===== src/rtl/b1_scfifo_pkg.sv =====
// -----------------------------------------------------------------------------
// b1_scfifo_pkg
//   Constants and types shared by the b1_scfifo core and the blocks that sit
//   around it.
//   - SHOWAHEAD_ON / SHOWAHEAD_OFF : legal values of the SHOWAHEAD parameter.
//   - B1_SCFIFO_DWIDTH             : default data word width of the FIFO family.
//   - occ_e                        : occupancy of the 2-entry output buffer.
// -----------------------------------------------------------------------------
package b1_scfifo_pkg;

  // "ON": q is valid while !empty and rdreq pops it.
  // "OFF": q is valid one cycle after rdreq.
  localparam string SHOWAHEAD_ON  = "ON";
  localparam string SHOWAHEAD_OFF = "OFF";

  localparam int B1_SCFIFO_DWIDTH = 8;

  // The encoding equals the number of stored words, so the value can be used
  // directly in occupancy arithmetic.
  typedef enum logic [1:0] {
    OCC_EMPTY = 2'd0,
    OCC_ONE   = 2'd1,
    OCC_TWO   = 2'd2
  } occ_e;

endpackage : b1_scfifo_pkg


===== src/rtl/b1_skid_buf2.sv =====
// -----------------------------------------------------------------------------
// b1_skid_buf2
//   Two-entry register FIFO. buf0 is always the head, so the head word is a
//   flop output with no combinational path from push/pop.
//
// Ports
//   clk_i        in   clock, rising edge
//   arst_i       in   asynchronous active-high reset
//   push_i       in   write push_data_i this cycle (ignored when full)
//   push_data_i  in   DWIDTH  word to write
//   pop_i        in   remove the head this cycle (only legal when not empty)
//   head_o       out  DWIDTH  current head word
//   occ_o        out  occ_e   number of stored words (0..2)
// -----------------------------------------------------------------------------
module b1_skid_buf2
  import b1_scfifo_pkg::*;
#(
  parameter int DWIDTH = B1_SCFIFO_DWIDTH
) (
  input  logic              clk_i,
  input  logic              arst_i,
  input  logic              push_i,
  input  logic [DWIDTH-1:0] push_data_i,
  input  logic              pop_i,
  output logic [DWIDTH-1:0] head_o,
  output occ_e              occ_o
);

  logic [DWIDTH-1:0] buf0_q, buf0_d;
  logic [DWIDTH-1:0] buf1_q, buf1_d;
  occ_e              occ_q,  occ_d;

  always_comb begin
    // NOTE: every signal assigned here gets a default first, so no path can
    // leave it unassigned and infer a latch.
    buf0_d = buf0_q;
    buf1_d = buf1_q;
    occ_d  = occ_q;

    case ({push_i, pop_i})
      2'b10: begin
        case (occ_q)
          OCC_EMPTY: begin
            buf0_d = push_data_i;
            occ_d  = OCC_ONE;
          end
          OCC_ONE: begin
            buf1_d = push_data_i;
            occ_d  = OCC_TWO;
          end
          default: ; // full: the caller never pushes here
        endcase
      end
      2'b01: begin
        buf0_d = buf1_q;
        occ_d  = (occ_q == OCC_TWO) ? OCC_ONE : OCC_EMPTY;
      end
      2'b11: begin
        // Occupancy is unchanged; the head advances to the next word in line,
        // which is buf1 when full and the incoming word otherwise.
        if (occ_q == OCC_TWO) begin
          buf0_d = buf1_q;
          buf1_d = push_data_i;
        end else begin
          buf0_d = push_data_i;
        end
      end
      default: ;
    endcase
  end

  // NOTE: the two data registers are reset even though occupancy alone says
  // which entries are meaningful; the head drives data_o directly and that
  // output must read 0 while in reset.
  always_ff @(posedge clk_i or posedge arst_i) begin
    if (arst_i) begin
      buf0_q <= '0;
      buf1_q <= '0;
      occ_q  <= OCC_EMPTY;
    end else begin
      // NOTE: non-blocking assignments so every flop samples the
      // pre-edge values computed above, independent of statement order.
      buf0_q <= buf0_d;
      buf1_q <= buf1_d;
      occ_q  <= occ_d;
    end
  end

  assign head_o = buf0_q;
  assign occ_o  = occ_q;

endmodule : b1_skid_buf2


===== src/rtl/b1_scfifo_stream_rd.sv =====
// -----------------------------------------------------------------------------
// b1_scfifo_stream_rd
//   Drains a b1_scfifo onto a valid/ready stream and frames the words into
//   fixed-length packets marked with sop/eop. Works with either SHOWAHEAD mode
//   of the FIFO and sustains one word per clock under continuous ready.
//
// Ports
//   clk_i         in   clock, rising edge
//   arst_i        in   asynchronous active-high reset
//   fifo_empty_i  in   FIFO empty flag
//   fifo_q_i      in   DWIDTH  FIFO read data
//   fifo_rdreq_o  out  FIFO read request
//   data_o        out  DWIDTH  stream data
//   valid_o       out  stream word valid
//   sop_o         out  first word of a packet (qualified by valid_o)
//   eop_o         out  last word of a packet (qualified by valid_o)
//   ready_i       in   downstream accepts when valid_o && ready_i
//   word_cnt_o    out  CWIDTH  words of the current packet already sent
// -----------------------------------------------------------------------------
module b1_scfifo_stream_rd
  import b1_scfifo_pkg::*;
#(
  parameter int    DWIDTH    = B1_SCFIFO_DWIDTH,
  parameter string SHOWAHEAD = SHOWAHEAD_ON,
  parameter int    PKT_LEN   = 16,
  parameter int    CWIDTH    = $clog2(PKT_LEN + 1)
) (
  input  logic              clk_i,
  input  logic              arst_i,
  input  logic              fifo_empty_i,
  input  logic [DWIDTH-1:0] fifo_q_i,
  output logic              fifo_rdreq_o,
  output logic [DWIDTH-1:0] data_o,
  output logic              valid_o,
  output logic              sop_o,
  output logic              eop_o,
  input  logic              ready_i,
  output logic [CWIDTH-1:0] word_cnt_o
);

  localparam bit                SHOW_ON  = (SHOWAHEAD == SHOWAHEAD_ON);
  localparam logic [CWIDTH-1:0] CNT_LAST = CWIDTH'(PKT_LEN - 1);

  occ_e              occ;
  logic [DWIDTH-1:0] head;
  logic              pop;
  logic              push;
  logic [1:0]        committed;

  logic              in_flight_q, in_flight_d;
  logic [CWIDTH-1:0] word_cnt_q,  word_cnt_d;

  // ---------------------------------------------------------------------------
  // Output buffer
  // ---------------------------------------------------------------------------
  b1_skid_buf2 #(
    .DWIDTH (DWIDTH)
  ) u_buf (
    .clk_i       (clk_i),
    .arst_i      (arst_i),
    .push_i      (push),
    .push_data_i (fifo_q_i),
    .pop_i       (pop),
    .head_o      (head),
    .occ_o       (occ)
  );

  assign valid_o = (occ != OCC_EMPTY);
  assign data_o  = head;
  assign pop     = valid_o && ready_i;

  // ---------------------------------------------------------------------------
  // Read issue
  // ---------------------------------------------------------------------------
  // Words already owned after this edge: what stays in the buffer plus the
  // word still in flight from the FIFO. A new read is issued only while that
  // leaves room, which keeps the buffer from ever overrunning. Using the pop
  // of this same cycle is what lets a full buffer keep streaming.
  always_comb begin
    committed    = occ - {1'b0, pop} + {1'b0, in_flight_q};
    // While in reset the buffer looks empty, so the read must be masked
    // explicitly to keep the FIFO untouched.
    fifo_rdreq_o = !arst_i && !fifo_empty_i && (committed < 2'd2);
  end

  // In showahead mode the word is on fifo_q_i in the same cycle as the read;
  // otherwise it arrives one cycle later, tracked by in_flight.
  always_comb begin
    if (SHOW_ON) begin
      push        = fifo_rdreq_o;
      in_flight_d = 1'b0;
    end else begin
      push        = in_flight_q;
      in_flight_d = fifo_rdreq_o;
    end
  end

  // ---------------------------------------------------------------------------
  // Packet framing
  // ---------------------------------------------------------------------------
  always_comb begin
    word_cnt_d = word_cnt_q;
    if (pop) begin
      word_cnt_d = (word_cnt_q == CNT_LAST) ? '0 : word_cnt_q + CWIDTH'(1);
    end
  end

  always_ff @(posedge clk_i or posedge arst_i) begin
    if (arst_i) begin
      in_flight_q <= 1'b0;
      word_cnt_q  <= '0;
    end else begin
      in_flight_q <= in_flight_d;
      word_cnt_q  <= word_cnt_d;
    end
  end

  // Built only from flops, so they hold still during a stall.
  assign sop_o      = valid_o && (word_cnt_q == '0);
  assign eop_o      = valid_o && (word_cnt_q == CNT_LAST);
  assign word_cnt_o = word_cnt_q;

endmodule : b1_scfifo_stream_rd


===== config.mk =====
export PLATFORM = sky130hd
export DESIGN_NAME = b1_scfifo_stream_rd
export DESIGN_NICKNAME = d
export VERILOG_FILES = /design/src/rtl/b1_scfifo_pkg.sv /design/src/rtl/b1_skid_buf2.sv /design/src/rtl/b1_scfifo_stream_rd.sv
export SDC_FILE = /design/constraint.sdc
export NUM_CORES = 1
export LEC_CHECK = 0
export CAP_MARGIN = 20
export CORE_ASPECT_RATIO = 0.7
export CORE_UTILIZATION = 25
export CTS_BUF_LIST = sky130_fd_sc_hd__clkbuf_4
export CTS_CLUSTER_SIZE = 40
export DETAILED_ROUTE_END_ITERATION = 10
export PLACE_DENSITY = 0.46
export SYNTH_ARGS = -nofsm -noshare
export SYNTH_HDL_FRONTEND = slang
export SYNTH_SLANG_ARGS = --single-unit

===== constraint.sdc =====
create_clock -name clk_i -period 4.7 [get_ports clk_i]
set_input_delay 0.705 -clock clk_i [delete_from_list [all_inputs] [get_ports clk_i]]
set_output_delay 0.705 -clock clk_i [all_outputs]
set_load 0.05 [all_outputs]

# Word-level counts from Yosys, hierarchy flattened
# Index checks and enable logic that the tools add are counted.
# Widths: inputs -> output; s select.
dict set report totals {
  regBits 23
  wordCells 43
}
dict set report classes {
  addsub 2
  muxes 10
  magnitude_cmp 1
  n_eq_ne 10
  reduce_logical 16
}
# cell n
set ops {}
lappend ops {{$mux 8} 4}
lappend ops {{$pmux 8 s3} 1}
lappend ops {{$pmux 8 s2} 1}
lappend ops {{$pmux 2 s2} 2}
lappend ops {{$eq 2x2->1 const B} 3}
lappend ops {{$ne 2x1->1 const B} 3}
lappend ops {{$reduce_bool 2->1} 3}
lappend ops {{$add 5x1->5 const B} 1}
lappend ops {{$eq 5x4->1 const B} 1}
lappend ops {{$logic_and 1x1->1} 5}
lappend ops {{$logic_not 5->1} 1}
lappend ops {{$mux 5} 1}
lappend ops {{$eq 2x1->1 const B} 2}
lappend ops {{$reduce_and 2->1} 2}
lappend ops {{$ne 3x1->1 const B} 1}
lappend ops {{$reduce_and 3->1} 1}
lappend ops {{$reduce_bool 3->1} 1}
lappend ops {{$logic_not 1->1} 2}
lappend ops {{$logic_not 2->1} 1}
lappend ops {{$lt 2x2->1 const B} 1}
lappend ops {{$sub 2x1->2} 1}
lappend ops {{$mux 1} 1}

# Logic depth before layout (Yosys ltp)
dict set report logic_depth {
  ltp_word 8
  ltp_mapped 9
}

# Cells and area by module
# A second synthesis with hierarchy kept.
dict set report hier_totals {
  cells_unflattened 103
  area_unflattened_um2 1159.9
}
# mod cells_each seq_area_each_um2 area_per_inst_um2 instances
set by_module_without_submodules {}
lappend by_module_without_submodules {b1_skid_buf2 70 450.4 870.8 1}
lappend by_module_without_submodules {b1_scfifo_stream_rd 33 125.1 289.0 1}

# Least setup slack after synthesis
# No wires, ideal clock.
dict set report synth_timing {
  kind {flip-flop to output port}
  from {register word_cnt_q[0], in the netlist word_cnt_o[0]}
  to {output port sop_o}
  arrival_time_ns 2.360
  path_stages_with_launch 5
  path_slack_ns 1.635
  path_cell_list {dfrtp_1 > inv_1 > ha_1 > nand2b_1 > nor4_1}
}
dict set report synth_between {
  elab_chain_cells 2
}
# item line
set synth_rtl {}
lappend synth_rtl {{start, declared} b1_scfifo_stream_rd.sv:51} ;# logic [CWIDTH-1:0] word_cnt_q, word_cnt_d;
lappend synth_rtl {{start signal, assigned} b1_scfifo_stream_rd.sv:114} ;# word_cnt_q <= word_cnt_d;
lappend synth_rtl {{$logic_not 5->1} b1_scfifo_stream_rd.sv:119} ;# assign sop_o = valid_o && (word_cnt_q == '0);
lappend synth_rtl {{$logic_and 1x1->1} b1_scfifo_stream_rd.sv:119}
lappend synth_rtl {{end, declared} b1_scfifo_stream_rd.sv:35} ;# output logic sop_o,
# Every way passes these cells.

# Worst setup path after layout
dict set report layout_timing {
  from {input port ready_i}
  to {output port fifo_rdreq_o}
}
dict set report layout_between {
  elab_chain_cells 4
}
# item line
set layout_rtl {}
lappend layout_rtl {{start, declared} b1_scfifo_stream_rd.sv:37} ;# input logic ready_i,
lappend layout_rtl {{$logic_and 1x1->1} b1_scfifo_stream_rd.sv:70} ;# assign pop = valid_o && ready_i;
lappend layout_rtl {{$sub 2x1->2} b1_scfifo_stream_rd.sv:80} ;# committed = occ - {1'b0, pop} + {1'b0, in_flight_q};
lappend layout_rtl {{$lt 2x2->1} b1_scfifo_stream_rd.sv:83} ;# fifo_rdreq_o = !arst_i && !fifo_empty_i && (committed < 2'd2);
lappend layout_rtl {{$logic_and 1x1->1} b1_scfifo_stream_rd.sv:83}
lappend layout_rtl {{end, declared} b1_scfifo_stream_rd.sv:32} ;# output logic fifo_rdreq_o,
# Every way passes these cells.

==> run summary <==
The startpoint identified for the worst register-to-register timing path is u_buf.occ_o[1]$_DFFE_PP0P_. After detailed routing, the number of vias per cell comes to 4.82. The worst setup slack after layout is 1.42 ns. The final HPWL from detailed placement came out at 2.21 mm. Setup repair after global routing left no endpoint under its margin. The post-layout minimum cycle time is 3.28 ns.

In the layout the commonest cells are 28 x clkdlybuf4s50_1, 23 x dfrtp_1, 11 x a31oi_1, 10 x o21ai_0. Summing all non-filler instances in the final layout gives an area of 0.00160 sq mm. The share of the clock period used by the worst path after layout came out at 0.698. In this run the power density over the cells is 694 mW/mm^2. During I/O placement, the number of pins put on the boundary was 29. The tools report the CTS root buffer as clkbuf_4. For the final routed database, the setup TNS stands at 0 ns.

The later pin in the worst-skew pair is clocked with a latency of 0.31 ns. After floorplanning, the core was divided into 21 placement rows. The placed instances occupy a cell area of 0.00157 sq mm.

Of all nets on the critical path, the largest fanout is 3. The tools report the count of filler cells inserted in the layout as 505. The number of antenna diodes in the final layout is 0.

The number of sinks on the clock net is 23. In this run the worst hold path is classified as register to register. The run gives 0.432 as the tightest slew margin relative to the limit.

Tracing the worst setup path back leads to its startpoint at ready_i. TritonCTS built the clock tree. The run gives 0 as the residual DRC count. Counting flops and latches in the post-synthesis netlist gives 23. Once detail routing completed, the nets flagged for antenna violations numbered 0. The logs give 0.123 for the aggregate global-route resource usage and 305 MHz for the fmax. From left edge to right edge, the die measures 87.1 microns.

The number of max-slew violations in the final report is 0, and the count of buffers added by post-CTS timing repair for setup is 0. A synthesized cell averages 10.6 sq um. The flow ran to the end, and the final reports show no timing, DRC or antenna violations. For the summed instance area of the synthesized netlist, the log shows 0.00127 sq mm. The design draws 0.00111 W. The congestion estimate from routability-driven global placement came to 0.853. The net count of the finished layout is 161, and the number of DRC violations after detailed-routing iteration 0 is 61.

The deepest level of the CTS H-tree is 1. The wire length of the first global-routing pass was 4.95 mm. The run gives 2.94 mm as the routed wire length. The initial standard-cell utilization of the core was 0.262. The ratio of cells with drive above 1 in the final layout was 0.119. Dividing the detail-routed wire length by the instance count gives 13.9 microns.

Entering global routing, the biggest net connects 24 pins. Area inside the core boundary: 0.00483 sq mm. The endpoint of the lowest-slack register-to-register path was u_buf.buf1_q[0]$_DFFE_PP0P_. The logs give 994 for the number of global-route vias before repair and 0 for the number of maximum-capacitance constraint violations. For the number of distinct library cell variants in the gate-level netlist after synthesis, the log shows 32.

The count of buffers added on input and output ports is 28. The tools report the synthesized net count as 137. The clock skew after layout was 0.00184 ns.

For the pin with the worst max-slew slack, the measured transition is 0.852 ns. For hold timing, the worst endpoint is u_buf.buf1_q[1]$_DFFE_PP0P_. STA puts the critical path data arrival time at 2.58 ns. The run gives 0 as the final-report hold violation count.

The kind of capture point of the worst setup path is a primary output. The die covers 0.00536 sq mm. The logs give 0 for the initial antenna violation count and 0.529 ns for the worst hold slack.

The run gives 3.99 ns as the data required time at the worst endpoint. The run gives 0 as the number of setup violations in the final report. The tools report the count of yosys warnings during synthesis as 0. The post-cts resize count is 0, and the post-synthesis instance total is 120. The clock transition at the registers of the reported paths is 0.13 ns, and the sequential area share after synthesis is 0.455. For the number of buffers added by the clock tree synthesis step, the log shows 3.

STA classifies the critical path startpoint as an input port. In this run, post-CTS hold repair placed 0 buffers. The analysis attributes to cell leakage a power of 0.624 nW. For the worst flop-to-flop path, the logic depth is 6.

In this run the most critical hold path is launched from u_buf.buf1_q[1]$_DFFE_PP0P_. The count of cells along the worst hold path was 1; the total congestion overflow after global routing was 0. The height of the chip is 61.5 microns, and the maximum clock path buffer count is 2. The worst-case IR drop observed on VDD is 0.297 mV.

The most common cell after layout, fill and taps aside is clkdlybuf4s50_1. The register-to-register path setup slack is 1.94 ns, and the total via count in the routed design is 1022. For the pre-CTS worst setup slack, the log shows 1.40 ns.

The category of the most critical setup path is input port to primary output. The first detailed-routing pass took 4 iterations. From synthesis to final layout, the design area changed by 26.0%.
-- metrics by stage --
step | std cells | util
final | 212 | 0.330
after global routing | 212 | 0.330
after CTS | 212 | 0.330
after detailed placement | 208 | 0.324
after global placement | 208 | 0.324
after floorplan | 120 | -
-- worst max-delay path by stage --
stage	cells past startpoint	end
6_report	5	fifo_rdreq_o
5_1_grt	5	fifo_rdreq_o
4_1_cts	5	fifo_rdreq_o
3_5_place_dp	5	fifo_rdreq_o
3_3_place_gp	5	fifo_rdreq_o
2_1_floorplan	4	sop_o
-- cell type report --
type	count	area [sq um]	area share
Tap cell	69	86.3	0.0541
Inverter	9	33.8	0.0212
Clock buffer	4	30.0	0.0188
Multi-Input combinational cell	79	589	0.369
Timing Repair Buffer	28	280	0.176
Sequential cell	23	576	0.361
-- worst max-delay path, stage by stage --
cell and delay (ns):
clkdlybuf4s50_1 0.53, nand2b_1 0.07, a211o_1 0.33, inv_1 0.12, clkdlybuf4s50_1 0.81
-- Yosys cell counts, drive strengths merged --
cell     n  area share
dfrtp   23        0.45
a31oi   12       0.071
o21ai   11       0.052
inv      9       0.027
nor3     9       0.036
o211ai   9       0.053
buf      8       0.050
mux2     8       0.071
nand2    6       0.018
ha       5       0.049
nand2b   2      0.0099
nand3    2      0.0079
nor2     2      0.0059
nor4     2       0.022
a211o    1      0.0069
a21oi    1      0.0039
and2     1      0.0049
and4bb   1       0.013
clkbuf   1      0.0030
mux2i    1      0.0079
nor2b    1      0.0049
o21a     1      0.0059
o22ai    1      0.0049
or2      1      0.0049
or3      1      0.0049
xnor2    1      0.0069
-- where the power goes --
group / internal (W) / switching, W / leakage (nW)
Sequential: 0.000293 / 0.0000999 / 0.272
Clock: 0.0000390 / 0.0000616 / 0.0184
Combinational: 0.000226 / 0.000387 / 0.333
Total: 0.000558 / 0.000549 / 0.624
-- sequential cells by signal, indices dropped and copies added, names as in the netlist --
register,cells
u_buf.buf1_q,8
u_buf.head_o,8
u_buf.occ_o,2
word_cnt_o,5
-- metal layers --
metal,global-route usage,routed length [microns],vias to the layer above
met2,0.192,1350,37
met3,0.0429,204,4
met1,0.167,1360,497
met5,0,0,-
li1,-,-,484
met4,0.0262,30,0
-- cell families after synthesis --
logic type,Yosys count,synth area share
muxes,9,0.0791
buffers and inverters,18,0.0800
AOI/OAI and AO/OA,36,0.199
and+or+nand+nor,28,0.131
adders and majority gates,5,0.0494
DFF,23,0.455
xor gates and xnor gates,1,0.00692
Power figures use the tool's default switching activity.
